==> src/rtl/mc_pkg.sv <==
// Shared definitions for the multicycle MIPS control FSM: state encoding,
// instruction field constants, ALU and mux select codes, and the bundle of
// datapath control signals produced by the output decoder.
package mc_pkg;

  typedef enum logic [3:0] {
    S_FETCH  = 4'd0,
    S_DECODE = 4'd1,
    S_MEMADR = 4'd2,
    S_MEMRD  = 4'd3,
    S_MEMWB  = 4'd4,
    S_MEMWR  = 4'd5,
    S_REX    = 4'd6,
    S_RWB    = 4'd7,
    S_IEX    = 4'd8,
    S_IWB    = 4'd9,
    S_BEQ    = 4'd10,
    S_J      = 4'd11,
    S_JAL    = 4'd12,
    S_JR     = 4'd13,
    S_FAULT  = 4'd14
  } state_t;

  // Opcodes (IR[31:26])
  localparam logic [5:0] OP_RTYPE = 6'd0;
  localparam logic [5:0] OP_J     = 6'd2;
  localparam logic [5:0] OP_JAL   = 6'd3;
  localparam logic [5:0] OP_BEQ   = 6'd4;
  localparam logic [5:0] OP_ADDI  = 6'd8;
  localparam logic [5:0] OP_LW    = 6'd35;
  localparam logic [5:0] OP_SW    = 6'd43;

  // R-type function codes (IR[5:0])
  localparam logic [5:0] FN_JR  = 6'd8;
  localparam logic [5:0] FN_ADD = 6'd32;
  localparam logic [5:0] FN_SUB = 6'd34;
  localparam logic [5:0] FN_AND = 6'd36;
  localparam logic [5:0] FN_OR  = 6'd37;
  localparam logic [5:0] FN_SLT = 6'd42;

  // ALU operation codes
  localparam logic [2:0] ALU_ADD = 3'b010;
  localparam logic [2:0] ALU_SUB = 3'b110;
  localparam logic [2:0] ALU_AND = 3'b000;
  localparam logic [2:0] ALU_OR  = 3'b001;
  localparam logic [2:0] ALU_SLT = 3'b111;

  // ALU operand selects and PC source selects
  localparam logic       ASEL_PC    = 1'b0;
  localparam logic       ASEL_A     = 1'b1;
  localparam logic [1:0] BSEL_B     = 2'b00;
  localparam logic [1:0] BSEL_4     = 2'b01;
  localparam logic [1:0] BSEL_SEXT  = 2'b10;
  localparam logic [1:0] BSEL_SEXT2 = 2'b11;
  localparam logic [1:0] PC_ALU     = 2'b00;
  localparam logic [1:0] PC_JUMP    = 2'b01;
  localparam logic [1:0] PC_ALUOUT  = 2'b10;
  localparam logic [1:0] PC_A       = 2'b11;

  typedef struct packed {
    logic       mem_req;
    logic       mem_we;
    logic       reg_dst;
    logic       mem_to_reg;
    logic       reg_write;
    logic       asel;
    logic       pc_write;
    logic       pc_write_cond;
    logic       ld_ir;
    logic       mem_or_i;
    logic       wr31;
    logic       wrdmux;
    logic [1:0] bsel;
    logic [1:0] pc_src;
    logic [2:0] alu_ctrl;
    logic       fault;
  } ctrl_t;

  // True for the R-type function codes the ALU supports.
  function automatic logic func_known(input logic [5:0] fn);
    return (fn == FN_ADD) || (fn == FN_SUB) || (fn == FN_AND) ||
           (fn == FN_OR)  || (fn == FN_SLT);
  endfunction

  // ALU code for an R-type function; unsupported codes map to 000.
  function automatic logic [2:0] func_alu(input logic [5:0] fn);
    case (fn)
      FN_ADD:  return ALU_ADD;
      FN_SUB:  return ALU_SUB;
      FN_AND:  return ALU_AND;
      FN_OR:   return ALU_OR;
      FN_SLT:  return ALU_SLT;
      default: return 3'b000;
    endcase
  endfunction

endpackage

==> src/rtl/mc_ctrl_decode.sv <==
// Combinational output decoder: maps the current state (plus func for R-type
// execute and mem_ack for the fetch-completion cycle) onto the control bundle.
module mc_ctrl_decode
  import mc_pkg::*;
(
  input  state_t      state,
  input  logic [5:0]  func,
  input  logic        mem_ack,
  output ctrl_t       ctrl
);

  // Per-state control values; everything not named for a state stays 0.
  always_comb begin
    // NOTE: default every output first so no path through the case infers a latch.
    ctrl = '0;
    case (state)
      S_FETCH: begin
        ctrl.mem_req = 1'b1;
        if (mem_ack) begin
          ctrl.ld_ir    = 1'b1;
          ctrl.pc_write = 1'b1;
          ctrl.asel     = ASEL_PC;
          ctrl.bsel     = BSEL_4;
          ctrl.alu_ctrl = ALU_ADD;
          ctrl.pc_src   = PC_ALU;
        end
      end
      S_DECODE: begin
        ctrl.asel     = ASEL_PC;
        ctrl.bsel     = BSEL_SEXT2;
        ctrl.alu_ctrl = ALU_ADD;
      end
      S_MEMADR, S_IEX: begin
        ctrl.asel     = ASEL_A;
        ctrl.bsel     = BSEL_SEXT;
        ctrl.alu_ctrl = ALU_ADD;
      end
      S_MEMRD: begin
        ctrl.mem_req  = 1'b1;
        ctrl.mem_or_i = 1'b1;
      end
      S_MEMWB: begin
        ctrl.reg_write  = 1'b1;
        ctrl.mem_to_reg = 1'b1;
      end
      S_MEMWR: begin
        ctrl.mem_req  = 1'b1;
        ctrl.mem_we   = 1'b1;
        ctrl.mem_or_i = 1'b1;
      end
      S_REX: begin
        ctrl.asel     = ASEL_A;
        ctrl.bsel     = BSEL_B;
        ctrl.alu_ctrl = func_alu(func);
      end
      S_RWB: begin
        ctrl.reg_write = 1'b1;
        ctrl.reg_dst   = 1'b1;
      end
      S_IWB: ctrl.reg_write = 1'b1;
      S_BEQ: begin
        ctrl.asel          = ASEL_A;
        ctrl.bsel          = BSEL_B;
        ctrl.alu_ctrl      = ALU_SUB;
        ctrl.pc_write_cond = 1'b1;
        ctrl.pc_src        = PC_ALUOUT;
      end
      S_J: begin
        ctrl.pc_write = 1'b1;
        ctrl.pc_src   = PC_JUMP;
      end
      S_JAL: begin
        ctrl.reg_write = 1'b1;
        ctrl.wr31      = 1'b1;
        ctrl.wrdmux    = 1'b1;
        ctrl.pc_write  = 1'b1;
        ctrl.pc_src    = PC_JUMP;
      end
      S_JR: begin
        ctrl.pc_write = 1'b1;
        ctrl.pc_src   = PC_A;
      end
      S_FAULT: ctrl.fault = 1'b1;
      default: ctrl = '0;
    endcase
  end

endmodule

==> src/rtl/mc_ctrl_hs.sv <==
// Multicycle MIPS control unit with a req/ack memory handshake, a per-request
// timeout, a sticky fault state and a retired-instruction counter.
module mc_ctrl_hs
  import mc_pkg::*;
#(
  parameter int TIMEOUT = 16,
  parameter int CNT_W   = 32
) (
  input  logic             clk,
  input  logic             rst,
  input  logic [5:0]       opcode,
  input  logic [5:0]       func,
  input  logic             zero,
  output logic             mem_req,
  output logic             mem_we,
  input  logic             mem_ack,
  output logic             reg_dst,
  output logic             mem_to_reg,
  output logic             reg_write,
  output logic             Asel,
  output logic             PCWrite,
  output logic             PCWriteCond,
  output logic             ld_IR,
  output logic             Mem_or_I,
  output logic             wr31,
  output logic             wrdmux,
  output logic [1:0]       Bsel,
  output logic [1:0]       pc_src,
  output logic [2:0]       alu_ctrl,
  output logic             fault,
  output logic [CNT_W-1:0] retired,
  output logic [3:0]       state
);

  state_t          state_q;
  logic [31:0]     wait_cnt;
  logic [CNT_W-1:0] retired_q;
  ctrl_t           ctrl;
  logic            is_req;
  logic            timed_out;
  logic            done;

  // The branch outcome is resolved in the datapath via PCWriteCond.
  logic unused_zero;
  assign unused_zero = zero;

  // Request-state, timeout and instruction-completion qualifiers.
  always_comb begin
    is_req    = (state_q == S_FETCH) || (state_q == S_MEMRD) || (state_q == S_MEMWR);
    timed_out = (TIMEOUT != 0) && (wait_cnt == 32'(TIMEOUT - 1));
    done      = (state_q == S_MEMWB) || (state_q == S_RWB) || (state_q == S_IWB) ||
                (state_q == S_BEQ)   || (state_q == S_J)   || (state_q == S_JAL) ||
                (state_q == S_JR)    || ((state_q == S_MEMWR) && mem_ack);
  end

  // FSM: next state, request wait counter and retired counter.
  // NOTE: reset is asynchronous; it forces FETCH even in the middle of a request.
  always_ff @(posedge clk or posedge rst) begin
    if (rst) begin
      state_q   <= S_FETCH;
      wait_cnt  <= '0;
      retired_q <= '0;
    end else begin
      // NOTE: non-blocking assignments so every register sees pre-edge values.
      if (done) retired_q <= retired_q + CNT_W'(1);

      // Counter is zero on entry to any request state and counts missed acks.
      if (is_req && !mem_ack) wait_cnt <= wait_cnt + 32'd1;
      else                    wait_cnt <= '0;

      case (state_q)
        S_FETCH:
          if (mem_ack)        state_q <= S_DECODE;
          else if (timed_out) state_q <= S_FAULT;
        S_DECODE:
          case (opcode)
            OP_LW, OP_SW: state_q <= S_MEMADR;
            OP_RTYPE:     state_q <= (func == FN_JR) ? S_JR : S_REX;
            OP_BEQ:       state_q <= S_BEQ;
            OP_J:         state_q <= S_J;
            OP_JAL:       state_q <= S_JAL;
            OP_ADDI:      state_q <= S_IEX;
            default:      state_q <= S_FAULT;
          endcase
        S_MEMADR:
          if (opcode == OP_LW)      state_q <= S_MEMRD;
          else if (opcode == OP_SW) state_q <= S_MEMWR;
          else                      state_q <= S_FAULT;
        S_MEMRD:
          if (mem_ack)        state_q <= S_MEMWB;
          else if (timed_out) state_q <= S_FAULT;
        S_MEMWR:
          if (mem_ack)        state_q <= S_FETCH;
          else if (timed_out) state_q <= S_FAULT;
        S_REX:   state_q <= func_known(func) ? S_RWB : S_FAULT;
        S_IEX:   state_q <= S_IWB;
        S_MEMWB, S_RWB, S_IWB, S_BEQ, S_J, S_JAL, S_JR:
                 state_q <= S_FETCH;
        S_FAULT: state_q <= S_FAULT;
        default: state_q <= S_FAULT;
      endcase
    end
  end

  mc_ctrl_decode u_decode (
    .state   (state_q),
    .func    (func),
    .mem_ack (mem_ack),
    .ctrl    (ctrl)
  );

  assign mem_req     = ctrl.mem_req;
  assign mem_we      = ctrl.mem_we;
  assign reg_dst     = ctrl.reg_dst;
  assign mem_to_reg  = ctrl.mem_to_reg;
  assign reg_write   = ctrl.reg_write;
  assign Asel        = ctrl.asel;
  assign PCWrite     = ctrl.pc_write;
  assign PCWriteCond = ctrl.pc_write_cond;
  assign ld_IR       = ctrl.ld_ir;
  assign Mem_or_I    = ctrl.mem_or_i;
  assign wr31        = ctrl.wr31;
  assign wrdmux      = ctrl.wrdmux;
  assign Bsel        = ctrl.bsel;
  assign pc_src      = ctrl.pc_src;
  assign alu_ctrl    = ctrl.alu_ctrl;
  assign fault       = ctrl.fault;
  assign retired     = retired_q;
  assign state       = state_q;

endmodule

==> config.mk <==
export PLATFORM = sky130hd
export DESIGN_NAME = mc_ctrl_hs
export DESIGN_NICKNAME = d
export VERILOG_FILES = /design/src/rtl/mc_pkg.sv /design/src/rtl/mc_ctrl_decode.sv /design/src/rtl/mc_ctrl_hs.sv
export SDC_FILE = /design/constraint.sdc
export NUM_CORES = 1
export LEC_CHECK = 0
export CORE_AREA = 2 2 69 120
export DETAILED_ROUTE_END_ITERATION = 7
export DIE_AREA = 0 0 71 122
export PLACE_DENSITY_LB_ADDON = 0.05
export SLEW_MARGIN = 20
export SYNTH_ARGS = -nofsm -noshare
export SYNTH_HDL_FRONTEND = slang
export SYNTH_HIERARCHICAL = 1
export SYNTH_SLANG_ARGS = --single-unit
==> constraint.sdc <==
create_clock -name clk -period 2.45 [get_ports clk]
set_input_delay 0.49 -clock clk [delete_from_list [all_inputs] [get_ports clk]]
set_output_delay 0.49 -clock clk [all_outputs]
set_load 0.01 [all_outputs]
# Word-level counts from Yosys, hierarchy flattened
# Cells that the tools add are included.
# totals
regBits	68
latchBits	0
ram_bits	0
rom_bits	0
output_inout_bits	56
wordCells	90
memories	0
# op_classes
addsub	2
multipliers	0
div	0
order_cmp	0
eq_ne	27
shifts	0
n_mux	30
n_bitwise	0
reduce_logical	28
# op_table
op	count
adder 32 x 1 -> 32 bit, second input constant	2
equality test 6 bit, second input constant	7
equality test 32 x 4 -> 1 bit, second input constant	1
2-to-1 mux 32 bit	1
2-to-1 mux 4 bit	8
one-hot mux 4 bit (8 select lines)	1
equality test 4 bit, second input constant	7
one-hot mux 3 bit (4 select lines)	2
one-hot mux 4 bit (6 select lines)	1
equality test 4 x 3 -> 1 bit, second input constant	4
logical OR 1 bit	13
equality test 6 x 2 -> 1 bit, second input constant	2
equality test 6 x 4 -> 1 bit, second input constant	2
2-to-1 mux 1 bit	11
OR reduction 3 bit	3
equality test 4 x 2 -> 1 bit, second input constant	2
one-hot mux 2 bit (4 select lines)	1
OR reduction 2 bit	4
OR reduction 4 bit	2
OR reduction 7 bit	1
equality test 6 x 3 -> 1 bit, second input constant	1
logical NOT 6 bit	1
2-to-1 mux 6 bit	1
one-hot mux 2 bit (3 select lines)	1
6 further kinds	8

# Longest topological paths before layout
# Gate-level depths: netlist of the first run.
# logic_depth
ltp_word	8
mapped_depth	7

# Modules after synthesis
# Netlist of the first run, hierarchy kept.
# modules_own_cells
module	instances	cells_per_inst	area_per_inst_um2	seq_area_each_um2
mc_ctrl_hs	1	371	3634.7	1701.6
mc_ctrl_decode	1	54	330.3	0.0

# Least setup slack after synthesis of the first run
# Ideal clock, no wire load.
# synth_timing
kind	register to output
startpoint	register state_q[0], in the netlist state[0]
endpoint	output port alu_ctrl[0]
arrival_time_ns	1.442
setup_slack_ns	0.518
path_stages_with_launch	4
path_cell_list	dfrtp_1 -> nand2b_4 -> or4b_4 -> nor2_1
# synth_via
elab_chain_len	3
# synth_lines
item	line	rtl
start, declared	mc_ctrl_hs.sv:35	state_t state_q;
start signal, assigned	mc_ctrl_hs.sv:78	OP_RTYPE: state_q <= (func == FN_JR) ? S_JR : S_REX;
start signal, assigned	mc_ctrl_hs.sv:95	S_REX: state_q <= func_known(func) ? S_RWB : S_FAULT;
equality test 4 x 1 -> 1 bit, or another cell as far along	mc_ctrl_decode.sv:16	case (state)
OR reduction 3 bit (no source line)	-	
one-hot mux 3 bit (4 select lines) (*)	mc_ctrl_decode.sv:16	
end, declared	mc_ctrl_hs.sv:29	output logic [2:0] alu_ctrl,
# Every way passes the cells marked *; elsewhere a longest branch is shown, timed or not.

# Worst setup path in the final report of the first run
# layout_timing
startpoint	register state_q[1], in the netlist state[1]
endpoint	output port alu_ctrl[2]
# Same word-level chain as after synthesis.

==> impl_results.rst, run 1 <==
.. list-table::
   :header-rows: 1

   * - Metric
     - Value
   * - Status
     - complete, no violations
   * - Count of unresolved DRC violations after routing
     - 0
   * - Number of flops mapped to enable cells by yosys
     - 0
   * - Final cell area excluding filler cells
     - 5180 um^2
   * - Sequential cell area
     - 1700 um^2
   * - Cell row count
     - 43
   * - Max clock buf depth
     - 2
   * - Total placed instance area
     - approximately 4800 um^2
   * - Minimum setup slack among reg-to-reg paths
     - ~0.46 ns
   * - Final worst clock skew
     - 0.00772 ns
   * - Worst path top cell family by delay
     - simple AND/OR/NAND/NOR gates
   * - Max-cap violations
     - 0
   * - FFs w/ async S/R, synth
     - between 90% and 100%
   * - Classification of the worst setup path
     - flop to output port
   * - Unrepaired setup endpoints after global routing
     - false
   * - Final ANT Viol Nets
     - 0
   * - Sink Count
     - between 60 and 70
   * - Wire length reported by the detailed router
     - 8960 um
   * - Pleak
     - approximately 2.1 nW
   * - Number of failing setup endpoints in the final timing report
     - 0
   * - Global-route wire length before repair
     - 15400 um
   * - Number of distinct standard cells referenced by the synthesized netlist
     - 57
   * - Most common library cell in the layout ignoring fill and taps
     - sky130_fd_sc_hd__dfrtp_1
   * - Die outline area
     - 8660 um^2
   * - Beginning of the worst register-to-register path
     - state[3]
   * - Crit path from
     - state[1]
   * - Chip width
     - 71 um
   * - Vias per inst
     - 5.62
   * - Root Driver
     - sky130_fd_sc_hd__clkbuf_16
   * - Vias post-DR
     - about 3400
   * - Number of buffers added by the clock tree synthesis step
     - 9
   * - Initial core utilization
     - 50.8%
   * - Gate Count Post-Synth
     - ~430
   * - Clk_lat worst skew
     - 0.33 ns
   * - Number of DRC violations after detailed-routing iteration 0
     - 126
   * - Router iterations before antenna repair
     - 4
   * - Tot GR Track Use
     - around 22%
   * - Hold-fix buffer count after cts
     - 0
   * - Wire per inst
     - around 15 um
   * - Count of filler cells inserted in the layout
     - 672
   * - Seq cells post-synth
     - 68
   * - Critical Path AT
     - ~1.9 ns
   * - Hold Path Class
     - flop to flop
   * - Total power draw
     - ~4.3 mW
   * - Share of final-layout standard cells stronger than drive strength 1
     - approximately 11%
   * - Leading cell types in the layout, fill and taps excluded
     - sky130_fd_sc_hd__dfrtp_1 (68), sky130_fd_sc_hd__clkdlybuf4s50_1 (62), sky130_fd_sc_hd__nor2_1 (54)
   * - Antenna violations before repair
     - 0
   * - Register-to-Register Path Depth
     - 6
   * - Sequential area share after synthesis
     - between 40 and 50%
   * - HPWL after detailed placement
     - ~6400 um
   * - Layout Nets
     - roughly 530
   * - I/O Pins
     - ~70
   * - Nature of the critical path startpoint
     - flop
   * - Util after Layout
     - between 60% and 70%
   * - List of cells traversed by the critical path
     - buf_4, nand2b_4, or4b_4, o22ai_2, dlygate4sd2_1
   * - Cells on Worst Hold Path
     - 1
   * - Count of H-tree levels built during CTS
     - 3
   * - Maximum operating frequency
     - about 0.42 GHz
   * - Synthesis-to-finish area growth
     - 30.6%
   * - CTS tree
     - done
   * - Largest fanout of any net on the critical path
     - 5
   * - Cell at the slowest stage of the critical path
     - sky130_fd_sc_hd__or4b_4
   * - Final cell count without fillers
     - about 600
   * - Critical path endpoint category
     - output port
   * - Mean Syn Cell Area
     - 9.33 um^2
   * - Worst-case headroom to the max-slew limit
     - approximately two thirds
   * - Crit path buf inv count
     - 2
   * - Vias in the first global route
     - between 3000 and 4000
   * - Power Dens Cells
     - roughly 830 nW/um^2
   * - Minimum clock period
     - around 2.4 ns
   * - Hold Path End
     - retired[31]
   * - Placed cell count
     - 584
   * - Terminus of the critical flop-to-flop path
     - retired[23]
   * - Core Footprint
     - roughly 8000 um^2
   * - Congestion Overflow GR
     - 0
   * - Netlist Area Pre-Place
     - 3970 um^2
   * - Peak VDD IR
     - ~0.00057 V
   * - Antenna diode instance count
     - 0
   * - Ys flop type
     - sky130_fd_sc_hd__dfrtp_1
   * - Syn nets
     - around 440
   * - Number of hold violations in the final report
     - 0
   * - Number of warning messages in the yosys log
     - 6
   * - Clock transition at path regs
     - ~0.06 ns
   * - Hold path start
     - retired[31]
   * - Worst Tran Pin Value
     - around 0.47 ns
   * - Largest net degree at the start of global routing
     - 69
   * - Total area of multi-input combinational cells
     - ~2100 um^2
   * - Final slew viol count
     - 0
   * - Data required time of the critical path
     - approximately 2 ns
   * - Final critical-path share of the clock period
     - 96.8%
   * - Hold Slack
     - 0.477 ns
   * - Peak per-stage delay on the critical path
     - roughly 0.54 ns
   * - GP Congestion
     - 0.789
   * - Die extent in y
     - 122 um
   * - # port buffers
     - 70
[layer usage]
metal	GRT usage, %	share of wire (%)
met1	24.3	40
met2	40.5	55
met3	4.22	2.9
met4	10.3	2.5
met5	0	0
[layout make-up]
| cell class | instances | area share (%) |
|---|---|---|
| multi-input cells | 324 | 40.5 |
| flip-flops and latches | 68 | 32.9 |
| repair buffers | 90 | 17.0 |
| clock buffers | 11 | 4.88 |
| well taps | 90 | 2.17 |
| clock inverters | 5 | 1.62 |
| inverters | 14 | 1.01 |
[how the worst max path moves through the flow]
| stage | depth (start not counted) | endpoint | slack, ns |
|---|---|---|---|
| finish | 5 | alu_ctrl[2] | 0.08 |
| global route | 5 | alu_ctrl[2] | 0.001 |
| CTS | 5 | Bsel[0] | 0.005 |
| detailed placement | 4 | alu_ctrl[2] | -0.19 |
| global placement | 4 | alu_ctrl[2] | -0.18 |
| floorplan | 1 | retired[0] | 0.25 |
[repair_timing]
action	in CTS	in global routing
gates cloned	0	0
setup buffers	2	0
gates resized for setup	7	5
endpoints found under the setup margin	7	4
endpoints found under the hold margin	0	0
[through the flow]
step | worst slack (ns) | TNS, ns
floorplan | 0.248 | 0
global placement | -0.182 | -0.551
detailed placement | -0.190 | -0.552
CTS | 0.00466 | 0
global route | 0.00148 | 0
finish | 0.0780 | 0
[sequential cells by signal (all words and copies together) (netlist names)]
signal,flops
retired,32
wait_cnt,32
state,4
[cells in the mapped netlist, types with 2 or more instances]
| cell | instances | area (um^2) |
|---|---|---|
| sky130_fd_sc_hd__a211o_1 | 2 | 17.5 |
| sky130_fd_sc_hd__a21oi_1 | 13 | 65.1 |
| sky130_fd_sc_hd__and2_1 | 2 | 12.5 |
| sky130_fd_sc_hd__and3_1 | 4 | 25.0 |
| sky130_fd_sc_hd__and3b_1 | 2 | 17.5 |
| sky130_fd_sc_hd__and4_1 | 5 | 43.8 |
| sky130_fd_sc_hd__buf_2 | 6 | 30.0 |
| sky130_fd_sc_hd__buf_6 | 2 | 22.5 |
| sky130_fd_sc_hd__clkbuf_1 | 8 | 30.0 |
| sky130_fd_sc_hd__clkbuf_8 | 2 | 27.5 |
| sky130_fd_sc_hd__dfrtp_1 | 68 | 1700 |
| sky130_fd_sc_hd__ha_1 | 2 | 25.0 |
| sky130_fd_sc_hd__inv_1 | 14 | 52.6 |
| sky130_fd_sc_hd__mux2_2 | 2 | 22.5 |
| sky130_fd_sc_hd__mux2i_1 | 2 | 20.0 |
| sky130_fd_sc_hd__nand2_1 | 32 | 120 |
| sky130_fd_sc_hd__nand2b_1 | 5 | 31.3 |
| sky130_fd_sc_hd__nand3_1 | 27 | 135 |
| sky130_fd_sc_hd__nand3_2 | 2 | 20.0 |
| sky130_fd_sc_hd__nand4_1 | 16 | 100 |
| sky130_fd_sc_hd__nand4_4 | 3 | 63.8 |
| sky130_fd_sc_hd__nor2_1 | 54 | 203 |
| sky130_fd_sc_hd__nor2b_1 | 3 | 18.8 |
| sky130_fd_sc_hd__nor3_1 | 17 | 85.1 |
| sky130_fd_sc_hd__nor3b_1 | 3 | 22.5 |
| sky130_fd_sc_hd__nor4_1 | 20 | 125 |
| sky130_fd_sc_hd__o21ai_0 | 13 | 65.1 |
| sky130_fd_sc_hd__o22ai_2 | 2 | 25.0 |
| sky130_fd_sc_hd__o311ai_0 | 2 | 17.5 |
| sky130_fd_sc_hd__o31ai_1 | 3 | 22.5 |
| sky130_fd_sc_hd__or3_1 | 8 | 50.1 |
| sky130_fd_sc_hd__xnor2_1 | 39 | 342 |
| sky130_fd_sc_hd__xor2_1 | 18 | 158 |
[where the power goes]
group          switching (mW)  internal (mW)
Clock                   0.469          0.947
Combinational           0.828          0.762
Sequential             0.0969           1.21
[kinds of logic after synthesis]
group                      synth area share [%]
xor gates and xnor gates                   13.0
and+or+nand+nor                            30.2
buffers and inverters                      4.29
adders and majority gates                 0.631
DFF                                        42.9
muxes                                      1.07
AOI/OAI and AO/OA                          7.92
Power figures use the tool's default switching activity.
==> inputs of run 2 (changes only) <==
--- a/config.mk
+++ b/config.mk
@@ -5,9 +5,9 @@
 export SDC_FILE = /design/constraint.sdc
 export NUM_CORES = 1
 export LEC_CHECK = 0
-export CORE_AREA = 2 2 69 120
+export CORE_AREA = 2 2 71 123
 export DETAILED_ROUTE_END_ITERATION = 7
-export DIE_AREA = 0 0 71 122
+export DIE_AREA = 0 0 73 125
 export PLACE_DENSITY_LB_ADDON = 0.05
 export SLEW_MARGIN = 20
 export SYNTH_ARGS = -nofsm -noshare
==> impl_results.rst, run 2 (synthesized netlist as in run 1, its figures left out) <==
.. list-table::
   :header-rows: 1

   * - Metric
     - Value
   * - Count of filler cells inserted in the layout
     - 717 (+6.7%)
   * - Hold Path Class
     - flop to flop
   * - Synthesis-to-finish area growth
     - 30.0%
   * - GP Congestion
     - 0.794 (+0.57%)
   * - Maximum operating frequency
     - 0.418 GHz (-0.74%)
   * - CTS tree
     - done
   * - Post-CTS Setup Bufs
     - 0 (-2)
   * - Wire per inst
     - 15.0 um (+0.61%)
   * - Critical path endpoint category
     - output port
   * - Peak VDD IR
     - 0.000581 V (+2.1%)
   * - Core Footprint
     - 8200 um^2 (+5.1%)
   * - Register share of total power
     - 31.5% (+1.1 points)
   * - Part of the total power dissipated in combinational logic
     - 37.5% (+0.7 points)
   * - List of cells traversed by the critical path
     - clkdlybuf4s50_1, or4b_4, o22ai_2, dlygate4sd2_1
   * - Cell row count
     - 44 (+2.3%)
   * - Final worst clock skew
     - 0.00674 ns (-0.000980 ns)
   * - Number of failing setup endpoints in the final timing report
     - 0 (unchanged)
   * - Die extent in y
     - 125 um (+2.5%)
   * - Share of final-layout standard cells stronger than drive strength 1
     - 11.4% (+0.022 points)
   * - Clk_lat worst skew
     - 0.33 ns (about the same)
   * - Most common library cell in the layout ignoring fill and taps
     - sky130_fd_sc_hd__dfrtp_1
   * - Register-to-Register Path Depth
     - 6 (unchanged)
   * - Vias in the first global route
     - 3304 (-1.1%)
   * - # port buffers
     - 70 (unchanged)
   * - Beginning of the worst register-to-register path
     - state[3]
   * - TNS Setup
     - 0 ns (unchanged)
   * - Max-cap violations
     - 0 (unchanged)
   * - Final ANT Viol Nets
     - 0 (unchanged)
   * - Antenna diode instance count
     - 0 (unchanged)
   * - Largest fanout of any net on the critical path
     - 3 (-2)
   * - Placed cell count
     - 587 (+0.51%)
   * - Die outline area
     - 9130 um^2 (+5.3%)
   * - Number of buffers added by the clock tree synthesis step
     - 9 (unchanged)
   * - Largest net degree at the start of global routing
     - 69 (unchanged)
   * - Vias per inst
     - 5.59 (-0.58%)
   * - Nature of the critical path startpoint
     - input pin
   * - Layout Nets
     - 524 (-0.19%)
   * - Switch Pwr
     - 1.40 mW (+0.70%)
   * - Hold Path End
     - retired[31]
   * - Global-route wire length before repair
     - 15400 um (about the same)
   * - Leading cell types in the layout, fill and taps excluded
     - sky130_fd_sc_hd__dfrtp_1 (67), sky130_fd_sc_hd__clkdlybuf4s50_1 (61), sky130_fd_sc_hd__nor2_1 (54)
   * - Classification of the worst setup path
     - input pin to output port
   * - Terminus of the critical flop-to-flop path
     - retired[24]
   * - Power Dens Cells
     - 814 nW/um^2 (-2.3%)
   * - Worst Tran Pin Value
     - 0.444 ns (-0.0228 ns)
   * - Router iterations before antenna repair
     - 4 (unchanged)
   * - Total power draw
     - 4.20 mW (-2.8%)
   * - Total placed instance area
     - 4840 um^2 (+0.47%)
   * - Pleak
     - 2.13 nW (-0.15%)
   * - Final slew viol count
     - 0 (unchanged)
   * - Vias post-DR
     - 3370 (-0.41%)
   * - Wire length reported by the detailed router
     - 9030 um (+0.78%)
   * - Sink Count
     - 68 (unchanged)
   * - Root Driver
     - sky130_fd_sc_hd__clkbuf_16
   * - Worst path top cell family by delay
     - buffers and inverters
   * - I/O Pins
     - 72 (unchanged)
   * - Cells on Worst Hold Path
     - 1 (unchanged)
   * - Status
     - complete, no violations
   * - Count of H-tree levels built during CTS
     - 3 (unchanged)
   * - Final cell count without fillers
     - 603 (+0.17%)
   * - Antenna violations before repair
     - 0 (unchanged)
   * - Number of hold violations in the final report
     - 0 (unchanged)
   * - Chip width
     - 73 um (+2.8%)
   * - Hold path start
     - retired[31]
   * - Part of the total power dissipated in the clock network
     - 30.9% (-1.9 points)
   * - Peak per-stage delay on the critical path
     - 0.57 ns (+0.03 ns)
   * - Final critical-path share of the clock period
     - 97.5% (+0.73 points)
   * - Clock transition at path regs
     - 0.06 ns (about the same)
   * - Max clock buf depth
     - 2 (unchanged)
   * - Minimum clock period
     - 2.39 ns (+0.0178 ns)
   * - Number of DRC violations after detailed-routing iteration 0
     - 105 (-17%)
   * - Cell at the slowest stage of the critical path
     - sky130_fd_sc_hd__or4b_4
   * - Congestion Overflow GR
     - 0 (unchanged)
   * - HPWL after detailed placement
     - 6470 um (+1.1%)
   * - Final cell area excluding filler cells
     - 5150 um^2 (-0.51%)
   * - Critical Path AT
     - 1.90 ns (+0.02 ns)
   * - Crit path buf inv count
     - 2 (unchanged)
   * - Initial core utilization
     - 48.3% (-2.5 points)
   * - Count of unresolved DRC violations after routing
     - 0 (unchanged)
   * - Net switching fraction of the power
     - 33.4% (+1.1 points)
   * - Worst-case headroom to the max-slew limit
     - 70.2% (+1.5 points)
   * - Data required time of the critical path
     - 1.96 ns (about the same)
   * - Crit path from
     - func[4]
   * - Minimum setup slack among reg-to-reg paths
     - 0.40 ns (-0.06 ns)
   * - Power Internal
     - 2.79 mW (-4.4%)
   * - Tot GR Track Use
     - 21.0% (-1.2 points)
   * - Unrepaired setup endpoints after global routing
     - false
run 2: worst max-delay path by stage:
stage | slack, ns | cells after the start | endpoint
6_report | 0.06 | 4 | alu_ctrl[2]
5_1_grt | 0.002 | 4 | alu_ctrl[2]
4_1_cts | 0.05 | 5 | Bsel[0]
3_5_place_dp | -0.22 | 4 | alu_ctrl[2]
3_3_place_gp | -0.18 | 4 | alu_ctrl[2]
2_1_floorplan | 0.25 | 1 | retired[0]
run 2: metrics by stage:
| step | setup WS (ns) | utilization, % | hold WS [ns] |
|---|---|---|---|
| 3_5_place_dp | -0.223 | 59.0 | 0.462 |
| 3_3_place_gp | -0.178 | 59.0 | 0.461 |
| 6_report | 0.0602 | 62.8 | 0.467 |
| 2_1_floorplan | 0.248 | - | 0.448 |
| 4_1_cts | 0.0471 | 62.7 | 0.474 |
| 5_1_grt | 0.00199 | 62.8 | 0.476 |
run 2: what timing repair did:
| action | 4_1_cts | 5_1_grt |
|---|---|---|
| resized for setup | 8 | 4 |
| cloned | 0 | 0 |
| hold buffers | 0 | 0 |
| hold endpoints to repair | 0 | 0 |
| setup endpoints to repair | 5 | 3 |
run 2: power groups by stage:
stage               registers (mW)  clock network (mW)  logic (mW)
floorplan                     1.38                   0       0.876
global placement              1.34                   0        1.59
detailed placement            1.34                   0        1.61
CTS                           1.32                1.32        1.59
global route                  1.34                1.36        1.74
finish                        1.32                1.30        1.58
run 2: layer usage:
layer / vias to the layer above / track usage [%] / part of all wire [%] / routed length [um]
met5: - / 0 / 0 / 0
met3: 21 / 3.46 / 3.1 / 283
met2: 79 / 36.8 / 54 / 4900
met1: 1596 / 24.5 / 40 / 3650
li1: 1674 / - / - / -
met4: 0 / 8.82 / 2.3 / 204
run 2: cell type report:
| type | instances | area (um^2) | area share (%) |
|---|---|---|---|
| multi-input combinational | 324 | 2100 | 40.7 |
| sequential | 68 | 1700 | 33.0 |
| timing repair buffer | 89 | 885 | 17.2 |
| clock buffer | 10 | 239 | 4.64 |
| tap | 92 | 115 | 2.23 |
| clock inverter | 6 | 63.8 | 1.24 |
| inverter | 14 | 52.6 | 1.02 |
